<file path="src/rtl/ext_unit_pipe_if.sv">
// Valid/ready bus between the beat source, the extension unit and the register-file write path.
interface ext_unit_pipe_if #(
  parameter int DATA_W = 32,
  parameter int AOFF_W = $clog2(DATA_W / 8)
);
  logic              in_valid;
  logic              in_ready;
  logic [2:0]        in_mode;
  logic [DATA_W-1:0] in_data;
  logic [AOFF_W-1:0] in_aoff;
  logic              out_valid;
  logic              out_ready;
  logic [DATA_W-1:0] out_data;
  logic              out_misalign;

  modport master (
    output in_valid, in_mode, in_data, in_aoff, out_ready,
    input  in_ready, out_valid, out_data, out_misalign
  );

  modport slave (
    input  in_valid, in_mode, in_data, in_aoff, out_ready,
    output in_ready, out_valid, out_data, out_misalign
  );
endinterface

</file>
<file path="src/rtl/ext_unit_pipe.sv">
// Immediate / load-data extender behind a registered valid/ready stage with a one-entry skid buffer.
module ext_unit_pipe #(
  parameter int DATA_W = 32,
  parameter int IMM_W  = 16,
  parameter int AOFF_W = $clog2(DATA_W / 8)
) (
  input  logic           clk,
  input  logic           reset_n,
  input  logic           flush,
  ext_unit_pipe_if.slave bus
);

  if ((DATA_W % 16) != 0 || DATA_W < 32) begin : g_bad_data_w
    $error("ext_unit_pipe: DATA_W must be a multiple of 16 and at least 32");
  end
  if (IMM_W > 16 || IMM_W >= DATA_W) begin : g_bad_imm_w
    $error("ext_unit_pipe: IMM_W must be at most 16 and below DATA_W");
  end

  typedef enum logic [2:0] {
    M_ZIMM = 3'd0,
    M_SIMM = 3'd1,
    M_LUI  = 3'd2,
    M_LB   = 3'd3,
    M_LBU  = 3'd4,
    M_LH   = 3'd5,
    M_LHU  = 3'd6,
    M_PASS = 3'd7
  } mode_e;

  mode_e             mode;
  logic [IMM_W-1:0]  imm;
  logic [7:0]        lane_b;
  logic [15:0]       lane_h;
  logic [DATA_W-1:0] res_data;
  logic              res_mis;

  logic              main_valid, skid_valid;
  logic [DATA_W-1:0] main_data, skid_data;
  logic              main_mis, skid_mis;
  logic              accept, drain;

  assign mode   = mode_e'(bus.in_mode);
  assign imm    = bus.in_data[IMM_W-1:0];
  assign lane_b = bus.in_data[{bus.in_aoff, 3'b000} +: 8];
  // Halfword lane ignores aoff[0]; an odd offset is reported instead of realigned.
  assign lane_h = bus.in_data[{bus.in_aoff[AOFF_W-1:1], 4'b0000} +: 16];

  always_comb begin
    res_data = '0;
    res_mis  = 1'b0;
    case (mode)
      M_ZIMM: res_data = {{(DATA_W-IMM_W){1'b0}}, imm};
      M_SIMM: res_data = {{(DATA_W-IMM_W){imm[IMM_W-1]}}, imm};
      M_LUI:  res_data = {imm, {(DATA_W-IMM_W){1'b0}}};
      M_LB:   res_data = {{(DATA_W-8){lane_b[7]}}, lane_b};
      M_LBU:  res_data = {{(DATA_W-8){1'b0}}, lane_b};
      M_LH, M_LHU: begin
        if (bus.in_aoff[0]) begin
          res_mis = 1'b1;
        end else if (mode == M_LH) begin
          res_data = {{(DATA_W-16){lane_h[15]}}, lane_h};
        end else begin
          res_data = {{(DATA_W-16){1'b0}}, lane_h};
        end
      end
      M_PASS: res_data = bus.in_data;
      default: res_data = '0;
    endcase
  end

  assign accept = bus.in_valid & bus.in_ready;
  assign drain  = main_valid & bus.out_ready;

  always_ff @(posedge clk or negedge reset_n) begin
    if (!reset_n) begin
      main_valid <= 1'b0;
      main_data  <= '0;
      main_mis   <= 1'b0;
      skid_valid <= 1'b0;
      skid_data  <= '0;
      skid_mis   <= 1'b0;
    end else if (flush) begin
      main_valid <= 1'b0;
      main_data  <= '0;
      main_mis   <= 1'b0;
      skid_valid <= 1'b0;
      skid_data  <= '0;
      skid_mis   <= 1'b0;
    end else if (skid_valid) begin
      // in_ready is low here, so only the skid-to-main move can happen.
      if (drain) begin
        main_data  <= skid_data;
        main_mis   <= skid_mis;
        skid_valid <= 1'b0;
      end
    end else if (!main_valid || drain) begin
      main_valid <= accept;
      if (accept) begin
        main_data <= res_data;
        main_mis  <= res_mis;
      end
    end else if (accept) begin
      skid_valid <= 1'b1;
      skid_data  <= res_data;
      skid_mis   <= res_mis;
    end
  end

  assign bus.in_ready     = ~skid_valid;
  assign bus.out_valid    = main_valid;
  assign bus.out_data     = main_data;
  assign bus.out_misalign = main_mis;

endmodule

</file>
<file path="src/flat_wrapper.sv">
// flat-port wrapper written by rule: the top's interface ports become plain ports
module ext_unit_pipe_flat 
#(
  parameter int DATA_W = 32,
  parameter int IMM_W  = 16,
  parameter int AOFF_W = $clog2(DATA_W / 8)
)
  (clk, reset_n, flush, bus_in_valid, bus_in_mode, bus_in_data, bus_in_aoff, bus_out_ready, bus_in_ready, bus_out_valid, bus_out_data, bus_out_misalign);
  ext_unit_pipe_if #(.DATA_W(DATA_W), .AOFF_W(AOFF_W)) bus_i ();
  input  logic clk;
  input  logic reset_n;
  input  logic flush;
  input wire logic [$bits(bus_i.in_valid)-1:0] bus_in_valid;
  input wire logic [$bits(bus_i.in_mode)-1:0] bus_in_mode;
  input wire logic [$bits(bus_i.in_data)-1:0] bus_in_data;
  input wire logic [$bits(bus_i.in_aoff)-1:0] bus_in_aoff;
  input wire logic [$bits(bus_i.out_ready)-1:0] bus_out_ready;
  output wire logic [$bits(bus_i.in_ready)-1:0] bus_in_ready;
  output wire logic [$bits(bus_i.out_valid)-1:0] bus_out_valid;
  output wire logic [$bits(bus_i.out_data)-1:0] bus_out_data;
  output wire logic [$bits(bus_i.out_misalign)-1:0] bus_out_misalign;
  assign bus_i.in_valid = bus_in_valid;
  assign bus_i.in_mode = bus_in_mode;
  assign bus_i.in_data = bus_in_data;
  assign bus_i.in_aoff = bus_in_aoff;
  assign bus_i.out_ready = bus_out_ready;
  assign bus_in_ready = bus_i.in_ready;
  assign bus_out_valid = bus_i.out_valid;
  assign bus_out_data = bus_i.out_data;
  assign bus_out_misalign = bus_i.out_misalign;
  ext_unit_pipe #(.DATA_W(DATA_W), .IMM_W(IMM_W), .AOFF_W(AOFF_W)) u_core (.clk(clk), .reset_n(reset_n), .flush(flush), .bus(bus_i));
endmodule
</file>
<file path="config.mk">
export PLATFORM = sky130hd
export DESIGN_NAME = ext_unit_pipe_flat
export DESIGN_NICKNAME = d
export VERILOG_FILES = /design/src/rtl/ext_unit_pipe_if.sv /design/src/rtl/ext_unit_pipe.sv /design/src/flat_wrapper.sv
export SDC_FILE = /design/constraint.sdc
export NUM_CORES = 1
export LEC_CHECK = 0
export ABC_CLOCK_PERIOD_IN_PS = 3500
export BUFFER_PORTS_ARGS = -buffer_cell sky130_fd_sc_hd__buf_4
export CORE_UTILIZATION = 60
export CTS_CLUSTER_SIZE = 24
export DETAILED_ROUTE_END_ITERATION = 7
export PLACE_DENSITY = 0.86
export SLEW_MARGIN = 10
export SYNTH_ARGS = -nofsm -noshare
export SYNTH_HDL_FRONTEND = slang
export SYNTH_SLANG_ARGS = --single-unit
export TNS_END_PERCENT = 50
</file>
<file path="constraint.sdc">
create_clock -name clk -period 3.5 [get_ports clk]
set_input_delay 0.35 -clock clk [delete_from_list [all_inputs] [get_ports clk]]
set_output_delay 0.35 -clock clk [all_outputs]
set_load 0.02 [all_outputs]
</file>
==> results.ini, run 1 <==
[power_and_ir_drop]
p_per_area_nw_per_um2 = 423
power.leakage_nw = 2.05
combPwrFrac = 0.246
p_clk_frac = 0.288
p_int_mw = 1.33
p_switching_uw = 607
ir_worst_vdd_mv = 0.352
p_sw_frac = 0.313
power_mw = 1.94
seqPwrFrac = 0.467

[global_route]
grt_pass1_wl_um = 15900
track_usage = 0.318
antenna_found_initial = 0
grt_pass1_vias = 3354
grt-ovfl-total = 0
grt_max_degree = 69

[floorplanning]
pin_count = 77
die_y_um = 82.4
rows = 28
die_w_um = 82.4
start_util = 0.637
die-area_um2 = 6800
core-area_um2 = 6100

[finish]
antenna_cells = 0
fillerInstances = 444
seq_area_um2 = 1700
post_route_cells_drive_above_1_share = 0.234
nNetsFinal = 541
syn2layout_area_growth_pct = 17.8
multi_input_area_um2 = 1990

[routing]
drt-total-wl_um = 10100
first_iter_violations = 289
postRouteAntennaNets = 0
vias = 3681
wl_per_cell_um = 17.4
avgViaCountPerCell = 6.36
remaining_drc_errors = 0
drt_pass1_iterations = 5

[min_path]
hold_path_class = input pin to async pin

[synth]
synth_nets = 485
yosysSeqAreaShare = 0.438
synthDistinctLibCells = 49
yosysWarnings = 0
synth_cells = 443
syn_area_um2 = 3880
ys_ff_latch = 68
async_flop_share = 1.00
synth_area_per_cell_um2 = 8.76
synth_edf_count = 0
ys.flop_type = dfrtp_1

[setup_path]
crit_path_max_fanout = 16
r2r_setup_slack_ns = 1.38
critPathLaunchType = flip-flop
worst_ep_arrival_time_ns = 2.39
crit_type = flip-flop to flip-flop
reg2reg_depth = 5
required_ns = 3.77
crit_path_end_kind = flip-flop

[cts]
ctsLongestPathBuffers = 2
clockRootBuffer = clkbuf_8
cts_tree = yes
cts_setup_buffers = 0
cts_resized = 0
cts-buffers-inserted = 9
clk_latency_ns = 0.35
cts.sinks = 68
hold_buffers = 0
clkTransAtPathRegs_ns = 0.07
htreeDepth = 3

[sta]
fmax_mhz = 471
finalMaxSlewViolations = 0
fin_crit_ns = 2.12
hold_viol_final = 0
period_share = 0.607
setup_viol = 0
relSlewSlack = 0.360
finalSetupTns_ns = 0
rsz0062_at_grt = false
skew_ns = 0.0110
worstMarginPinSlew_ns = 0.957

[placement]
io_buffers = 76
routabilityCongestion = 0.954
hpwl_um = 7050

[run]
max_cap_viol_count = 0

[status]
status = finished clean

layer usage:
layer	GRT usage	wire length [µm]
met5	0	0
met4	0.151	239
met3	0.0747	767
met2	0.507	4710
met1	0.409	4370
power by group through the flow:
stage / clock (mW) / combinational (mW) / sequential, mW
detailed placement: 0 / 0.470 / 0.917
global placement: 0 / 0.459 / 0.913
global route: 0.594 / 0.521 / 0.913
CTS: 0.563 / 0.473 / 0.903
floorplan: 0 / 0.246 / 0.958
finish: 0.557 / 0.476 / 0.904
area by class of cell:
type / instances / share of cell area
Clock buffer: 14 / 0.0334
Clock inverter: 2 / 0.00219
Inverter: 4 / 0.00328
Multi-Input combinational cell: 335 / 0.436
Sequential cell: 68 / 0.372
Tap cell: 75 / 0.0205
Timing Repair Buffer: 81 / 0.133
worst max-delay path: stages, from the launching register on:
cell,delay [ns]
dfrtp_1,0.52
mux2i_1,0.16
o21a_1,0.22
nor2_1,0.73
o21ai_0,0.23
o21ai_1,0.17
stage by stage:
step | hold slack, ns | utilization | area (µm²) | setup slack, ns | instances
3_3_place_gp | 0.454 | 0.724 | 4410 | 1.34 | 563
3_5_place_dp | 0.465 | 0.724 | 4410 | 1.23 | 563
6_report | 0.0786 | 0.750 | 4570 | 1.38 | 579
4_1_cts | 0.127 | 0.750 | 4570 | 1.42 | 579
5_1_grt | 0.176 | 0.750 | 4570 | 1.16 | 579
2_1_floorplan | 0.0544 | - | 3880 | 1.75 | 443
flip-flops by register name, indices dropped and copies added, names as in the netlist:
name                     flops
u_core.bus.out_valid         1
u_core.bus.out_misalign      1
u_core.skid_data            32
u_core.skid_mis              1
u_core.skid_valid            1
u_core.bus.out_data         32
cell usage in the layout (no fill, tap or decap), drive strengths merged, types with 4 or more instances in the layout:
master | netlist | layout
nand3 | 12 | 12
a211oi | 4 | 4
a21oi | 59 | 59
mux2i | 5 | 5
a22oi | 7 | 7
nand2 | 63 | 63
mux2 | 13 | 13
a22o | 18 | 18
inv | 4 | 4
clkbuf | 19 | 14
a222oi | 4 | 4
dfrtp | 68 | 68
a21boi | 16 | 16
nor2 | 18 | 18
or3 | 4 | 4
a31oi | 5 | 5
buf | 17 | 81
a21o | 4 | 4
o21ai | 70 | 70
cells in the mapped netlist (6+ instances only):
| library cell | n | area, µm² |
|---|---|---|
| buf_2 | 10 | 50.1 |
| a22o_1 | 18 | 158 |
| a22oi_1 | 7 | 52.6 |
| clkbuf_1 | 19 | 71.3 |
| o21ai_0 | 56 | 280 |
| nor2_1 | 18 | 67.6 |
| mux2_2 | 13 | 146 |
| nand3_1 | 12 | 60.1 |
| nand2_1 | 62 | 233 |
| dfrtp_1 | 68 | 1700 |
| a21boi_1 | 6 | 45.0 |
| a21boi_0 | 6 | 45.0 |
| o21ai_1 | 13 | 65.1 |
| a21oi_1 | 59 | 295 |
path summary, 6_finish.rpt:
check	startpoint	end
min reg2reg	u_core.skid_data[24]	u_core.skid_data[24]
max reg2reg	u_core.skid_valid	u_core.bus.out_data[30]
min in group clk	bus_out_ready	u_core.skid_valid
min	reset_n	u_core.bus.out_data[18]
max	u_core.skid_valid	u_core.bus.out_data[30]
max in group asynchronous	reset_n	u_core.skid_data[6]
cell families after synthesis:
kind of cell	count (synthesis)	synth area share
buffers and inverters	40	0.0487
AOI/OAI and AO/OA	202	0.325
muxes	19	0.0564
DFF	68	0.438
xor gates and xnor gates	1	0.00226
and+or+nand+nor	113	0.130
Note: power is estimated with default switching activity, not from simulation.
==> run 2, diff against run 1 <==
ABC_AREA = 1   (was default)
ABC_CLOCK_PERIOD_IN_PS = 1700   (was 3500)
CORE_UTILIZATION = 51   (was 60)
PLACE_DENSITY = 0.77   (was 0.86)
clock period = 1.7 ns   (was 3.5 ns; I/O delays follow)
==> run 2 against run 1 <==
  * Global-route usage decreased by 1.1 points
  * Sequential share of layout area decreased by 5.5 points
  * Largest power group unchanged
  * Combinational power grew to 2.6 times the previous value
  * Worst setup slack got worse by 1.2 ns
  * Synthesized area grew 15%
  * Die area grew 34%
  * Sequential power is 110% higher
  * Clock skew down 0.0038 ns
  * Core utilization shrank 11 points
  * Synthesized cell count up 61%
  * Worst hold slack gained 0.014 ns
  * Non-clock buffer count is 20 higher
==> results.ini, run 2 <==
[synth]
yosys-top-cells-count = 293 x nand2_1, 126 x nor2_1, 68 x dfrtp_1
synth_top_area_share = 0.383  ; -0.0556
synthMostInstantiatedCell = nand2_1
syn_area_um2 = 4450  ; +15%
synth_area_per_cell_um2 = 6.24  ; -29%
synth_nets = 755  ; +56%
synth_cells = 713  ; +61%
ys.flop_type = dfrtp_1
ys_ff_latch = 68  ; unchanged
synth_edf_count = 0  ; unchanged
async_flop_share = 1.00  ; unchanged
synthDistinctLibCells = 29  ; -41%
synth_area_leaders = dfrtp_1 38%, nand2_1 25%, nor2_1 11%
synth_top_area_cell = dfrtp_1
yosysWarnings = 0  ; unchanged
yosysSeqAreaShare = 0.383  ; -0.0556

[cts]
cts_setup_buffers = 0  ; unchanged
clk_latency_ns = 0.35  ; about the same
cts-buffers-inserted = 9  ; unchanged
ctsLongestPathBuffers = 2  ; unchanged
cts_tree = yes
cts.sinks = 68  ; unchanged
cts_resized = 0  ; unchanged
clkTransAtPathRegs_ns = 0.07  ; about the same
clockRootBuffer = clkbuf_8
htreeDepth = 3  ; unchanged

[power_and_ir_drop]
ir_worst_vdd_mv = 0.409  ; +16%
power.leakage_nw = 3.09  ; +50%
p_per_area_nw_per_um2 = 817  ; +93%

[min_path]
hold_path_class = input pin to flip-flop
min_path_cells = 3
whs_endpoint = u_core.skid_valid
hold_start = bus_in_valid

[finish]
fin_cells = 894  ; +54%
nNetsFinal = 826  ; +53%
final_cell_mix = 293 x nand2_1, 126 x nor2_1, 95 x buf_4, 68 x dfrtp_1, 56 x nand3_1
post_route_cells_drive_above_1_share = 0.169  ; -0.0656
antenna_cells = 0  ; unchanged
syn2layout_area_growth_pct = 20.8
final_common_cell = nand2_1

[routing]
drt_pass1_iterations = 5  ; unchanged
first_iter_violations = 365  ; +26%
postRouteAntennaNets = 0  ; unchanged
avgViaCountPerCell = 5.36  ; -16%
remaining_drc_errors = 0  ; unchanged
vias = 4791  ; +30%
drt-total-wl_um = 12900  ; +28%
wl_per_cell_um = 14.4  ; -17%

[sta]
fmax_mhz = 640  ; +36%
setup_viol = 0  ; unchanged
hold_viol_final = 0  ; unchanged
worstMarginPinSlew_ns = 0.933  ; -0.0236 ns
finalSetupTns_ns = 0  ; unchanged
period_share = 0.919  ; +0.312
relSlewSlack = 0.375  ; +0.0152
skew_ns = 0.00723  ; -0.00376 ns
fin_crit_ns = 1.56  ; -0.561 ns
finalMaxSlewViolations = 0  ; unchanged
rsz0062_at_grt = false
holdWs_ns = 0.0922  ; +0.0135 ns

[setup_path]
crit_path_max_fanout = 34  ; +18
reg2reg_to = u_core.bus.out_data[2]
critPathLaunchType = flip-flop
r2r_setup_slack_ns = 0.14  ; -1.24 ns
critical_path.max_stage_delay_ns = 0.39  ; -0.34 ns
crit_type = flip-flop to flip-flop
crit_path_end_kind = flip-flop
worstPathCellList = inv_1, nand2_1, nand3_1, nand3_2, buf_12, nor2_1, nand2_1, nand2_1
crit_top_cell = nand2_1
worst_ep_arrival_time_ns = 1.85  ; -0.54 ns
timing.rr.start = u_core.skid_valid
reg2reg_depth = 8  ; +3
required_ns = 1.99  ; -1.78 ns
crit_slowest_cell = dfrtp_1

[floorplanning]
pin_count = 77  ; unchanged
die_w_um = 95.4  ; +16%
die_y_um = 95.4  ; +16%
die-area_um2 = 9100  ; +34%
rows = 33  ; +18%
start_util = 0.533  ; -0.104
core-area_um2 = 8340  ; +37%

[placement]
io_buffers = 76  ; unchanged
hpwl_um = 9200  ; +31%
routabilityCongestion = 1.03  ; +8.2%
dp_cells = 877  ; +56%

[global_route]
track_usage = 0.307  ; -0.0108
antenna_found_initial = 0  ; unchanged
grt-ovfl-total = 0  ; unchanged
grt_max_degree = 44  ; -36%
grt_pass1_wl_um = 21300  ; +34%
grt_pass1_vias = 4313  ; +29%

[status]
status = finished clean

[run]
max_cap_viol_count = 0  ; unchanged

run 2: report_power, final:
part | switching, mW | internal (mW) | total, mW
Sequential | 0.100 | 1.80 | 1.90
Combinational | 0.787 | 0.477 | 1.26
Clock | 0.661 | 0.566 | 1.23
run 2: worst max-delay path by stage:
stage,from,endpoint,slack [ns],depth (start not counted)
floorplan,u_core.bus.out_valid,u_core.skid_data[1],0.22,6
CTS,u_core.skid_valid,u_core.bus.out_data[2],0.13,8
global route,u_core.skid_valid,u_core.bus.out_data[24],0.001,8
detailed placement,bus_in_mode[0],u_core.bus.out_data[13],0.08,7
global placement,bus_in_mode[1],u_core.bus.out_data[25],0.13,10
finish,u_core.skid_valid,u_core.bus.out_data[2],0.14,8
run 2: cell families after synthesis:
logic type | Yosys count | share of synthesized area
AO/OA/AOI/OAI | 73 | 0.0909
buffers and inverters | 77 | 0.0777
flip-flops | 68 | 0.383
AND/OR/NAND/NOR | 495 | 0.449
run 2: metal layers:
layer | global-route usage | routed length, µm | up-vias
met5 | 0 | 0 | -
met4 | 0.123 | 283 | 0
met3 | 0.0526 | 924 | 21
met2 | 0.463 | 5760 | 184
met1 | 0.437 | 5940 | 2189
li1 | - | - | 2397
run 2: layout make-up:
cell class,count,area (µm²)
fillers,805,2970
multi-input cells,568,2400
flip-flops and latches,68,1700
repair buffers,101,823
clock buffers,10,138
inverters,36,135
well taps,105,131
clock inverters,6,38.8
run 2: metrics by stage:
stage / power [mW] / setup WS [ns] / utilization / area [µm²]
final: 4.39 / 0.138 / 0.644 / 5370
after global routing: 4.66 / 0.00102 / 0.644 / 5370
after CTS: 4.41 / 0.134 / 0.644 / 5370
after detailed placement: 3.18 / 0.0785 / 0.622 / 5190
after global placement: 3.16 / 0.134 / 0.622 / 5190
after floorplan: 2.66 / 0.215 / - / 4450
run 2: critical path, delay by kind of cell (launching register included):
| kind | cells | cell delay, ns |
|---|---|---|
| buf+inv | 2 | 0.42 |
| simple gates | 6 | 0.68 |
| flops | 1 | 0.39 |
run 2: what timing repair did:
action                                  in CTS  in global routing
hold endpoints to repair                    28                  0
endpoints found under the setup margin       0                  1
hold buffers                                 1                  0
==> run 3, diff against run 2 <==
--- a/config.mk
+++ b/config.mk
@@ -9,4 +9,5 @@
 export ABC_CLOCK_PERIOD_IN_PS = 1700
 export BUFFER_PORTS_ARGS = -buffer_cell sky130_fd_sc_hd__buf_4
+export CORE_MARGIN = 5
 export CORE_UTILIZATION = 51
 export CTS_CLUSTER_SIZE = 24
==> constraint.sdc (replaced) <==
create_clock -name clk -period 1.7 [get_ports clk]
set_input_delay 0.085 -clock clk [delete_from_list [all_inputs] [get_ports clk]]
set_output_delay 0.085 -clock clk [all_outputs]
set_load 0.02 [all_outputs]
==> run 3 against run 2 <==
  * Clock-buffer cell count shrank 1
  * Critical path depth shrank 3
  * Power grew 7.2%
  * Largest cell class unchanged
  * Highest routed layer unchanged
==> results.ini, run 3 (synthesis gave the netlist of run 2 again) <==
[status]
status = finished clean

[placement]
placed_cell_area_um2 = 5170  ; -0.31%
pre_cts_ws_ns = 0.00532  ; -0.0732 ns
hpwl_um = 9860  ; +7.1%
io_buffers = 76  ; unchanged
routabilityCongestion = 0.913  ; -12%

[power_and_ir_drop]
p_per_area_nw_per_um2 = 869  ; +6.4%
power_mw = 4.70  ; +7.2%
power.leakage_nw = 3.10  ; +0.36%
ir_worst_vdd_mv = 0.425  ; +4.0%

[routing]
drt_pass1_iterations = 5  ; unchanged
wl_per_cell_um = 15.0  ; +4.1%
avgViaCountPerCell = 5.39  ; +0.62%
drt-total-wl_um = 13500  ; +4.4%
remaining_drc_errors = 0  ; unchanged
vias = 4837  ; +0.96%
first_iter_violations = 368  ; +0.82%
postRouteAntennaNets = 0  ; unchanged

[min_path]
min_path_cells = 3  ; unchanged
hold_start = bus_in_data[12]
hold_path_class = input pin to flip-flop
whs_endpoint = u_core.skid_data[12]

[sta]
hold_viol_final = 0  ; unchanged
fin_crit_ns = 1.50  ; -0.0635 ns
fmax_mhz = 667  ; +4.2%
holdWs_ns = 0.0741  ; -0.0181 ns
worst_slack_ns = 0.201  ; +0.0635 ns
finalSetupTns_ns = 0  ; unchanged
setup_viol = 0  ; unchanged
rsz0062_at_grt = false
relSlewSlack = 0.314  ; -0.0614
skew_ns = 0.00661  ; -0.000623 ns
period_share = 0.882  ; -0.0373
worstMarginPinSlew_ns = 1.02  ; +0.0916 ns
finalMaxSlewViolations = 0  ; unchanged

[global_route]
track_usage = 0.265  ; -0.0424
grt_pass1_vias = 4540  ; +5.3%
grt_pass1_wl_um = 22300  ; +4.6%
grt-ovfl-total = 0  ; unchanged
antenna_found_initial = 0  ; unchanged
grt_max_degree = 44  ; unchanged

[cts]
cts.sinks = 68  ; unchanged
clk_latency_ns = 0.36  ; about the same
ctsLongestPathBuffers = 2  ; unchanged
cts-buffers-inserted = 9  ; unchanged
cts_tree = yes
clockRootBuffer = clkbuf_8
htreeDepth = 3  ; unchanged
clkTransAtPathRegs_ns = 0.08  ; about the same

[run]
max_cap_viol_count = 0  ; unchanged

[finish]
nNetsFinal = 826  ; unchanged
final_common_cell = nand2_1
antenna_cells = 0  ; unchanged
seq_area_um2 = 1700  ; unchanged
final_area_um2 = 5410  ; +0.75%
fillerInstances = 835  ; +3.7%
final_cell_mix = 293 x nand2_1, 126 x nor2_1, 95 x buf_4, 68 x dfrtp_1, 56 x nand3_1
multi_input_area_um2 = 2400  ; unchanged
post_route_cells_drive_above_1_share = 0.169  ; unchanged
syn2layout_area_growth_pct = 21.7

[floorplanning]
die_w_um = 103  ; +8.4%
start_util = 0.517  ; -0.0157
pin_count = 77  ; unchanged
die-area_um2 = 10700  ; +17%
die_y_um = 103  ; +8.4%
core-area_um2 = 8590  ; +3.0%
rows = 34  ; +3.0%

[setup_path]
critPathLaunchType = flip-flop
reg2reg_to = u_core.bus.out_misalign
worst_ep_arrival_time_ns = 1.76  ; -0.09 ns
crit_path_end_kind = flip-flop
crit_path_max_fanout = 43  ; +26%
required_ns = 1.96  ; -0.03 ns
r2r_setup_slack_ns = 0.20  ; +0.06 ns
timing.rr.start = u_core.bus.out_valid
crit_type = flip-flop to flip-flop
reg2reg_depth = 5  ; -3

==> run 3: cell type report <==
class | count | share of cell area
clock buffer | 9 | 0.0229
clock inverter | 7 | 0.0183
inverter | 36 | 0.0250
multi-input combinational | 568 | 0.444
sequential | 68 | 0.314
tap | 108 | 0.0250
timing repair buffer | 101 | 0.150
==> run 3: layer usage <==
layer  global-route usage  vias up  share of wire
li1                     -     2384              -
met1                0.369     2227           0.43
met2                0.428      202           0.49
met3               0.0389       24          0.065
met4               0.0787        0          0.018
met5                    0        -              0
==> run 3: through the flow <==
step	utilization	std cells
after floorplan	-	713
after global placement	0.602	879
after detailed placement	0.602	879
after CTS	0.630	897
after global routing	0.630	897
final	0.630	897
==> run 3: critical path, stage by stage (launching register included) <==
cell and delay [ns]:
dfrtp_1 0.42, inv_1 0.09, o21ai_0 0.22, nand3_2 0.18
buf_12 0.22, o31ai_1 0.26
==> run 3: repair_timing <==
action / CTS / global route
hold buffers: 2 / 0
gates resized for setup: 0 / 1
endpoints found under the setup margin: 0 / 1
buffers inserted: 0 / 0
endpoints found under the hold margin: 38 / 0
==> run 3: worst max-delay path by stage <==
stage | from | endpoint | cells past startpoint
after floorplan | u_core.bus.out_valid | u_core.skid_data[1] | 6
after global placement | bus_in_mode[2] | u_core.bus.out_data[15] | 8
after detailed placement | bus_in_mode[2] | u_core.bus.out_data[15] | 8
after CTS | u_core.skid_valid | u_core.bus.out_misalign | 6
after global routing | u_core.skid_valid | u_core.skid_data[3] | 7
final | u_core.bus.out_valid | u_core.bus.out_misalign | 5
==> run 3: report_power, final <==
part | total, mW | internal, mW | switching (mW)
clock | 1.54 | 0.833 | 0.707
combinational | 1.26 | 0.475 | 0.788
sequential | 1.90 | 1.80 | 0.104
total | 4.70 | 3.10 | 1.60
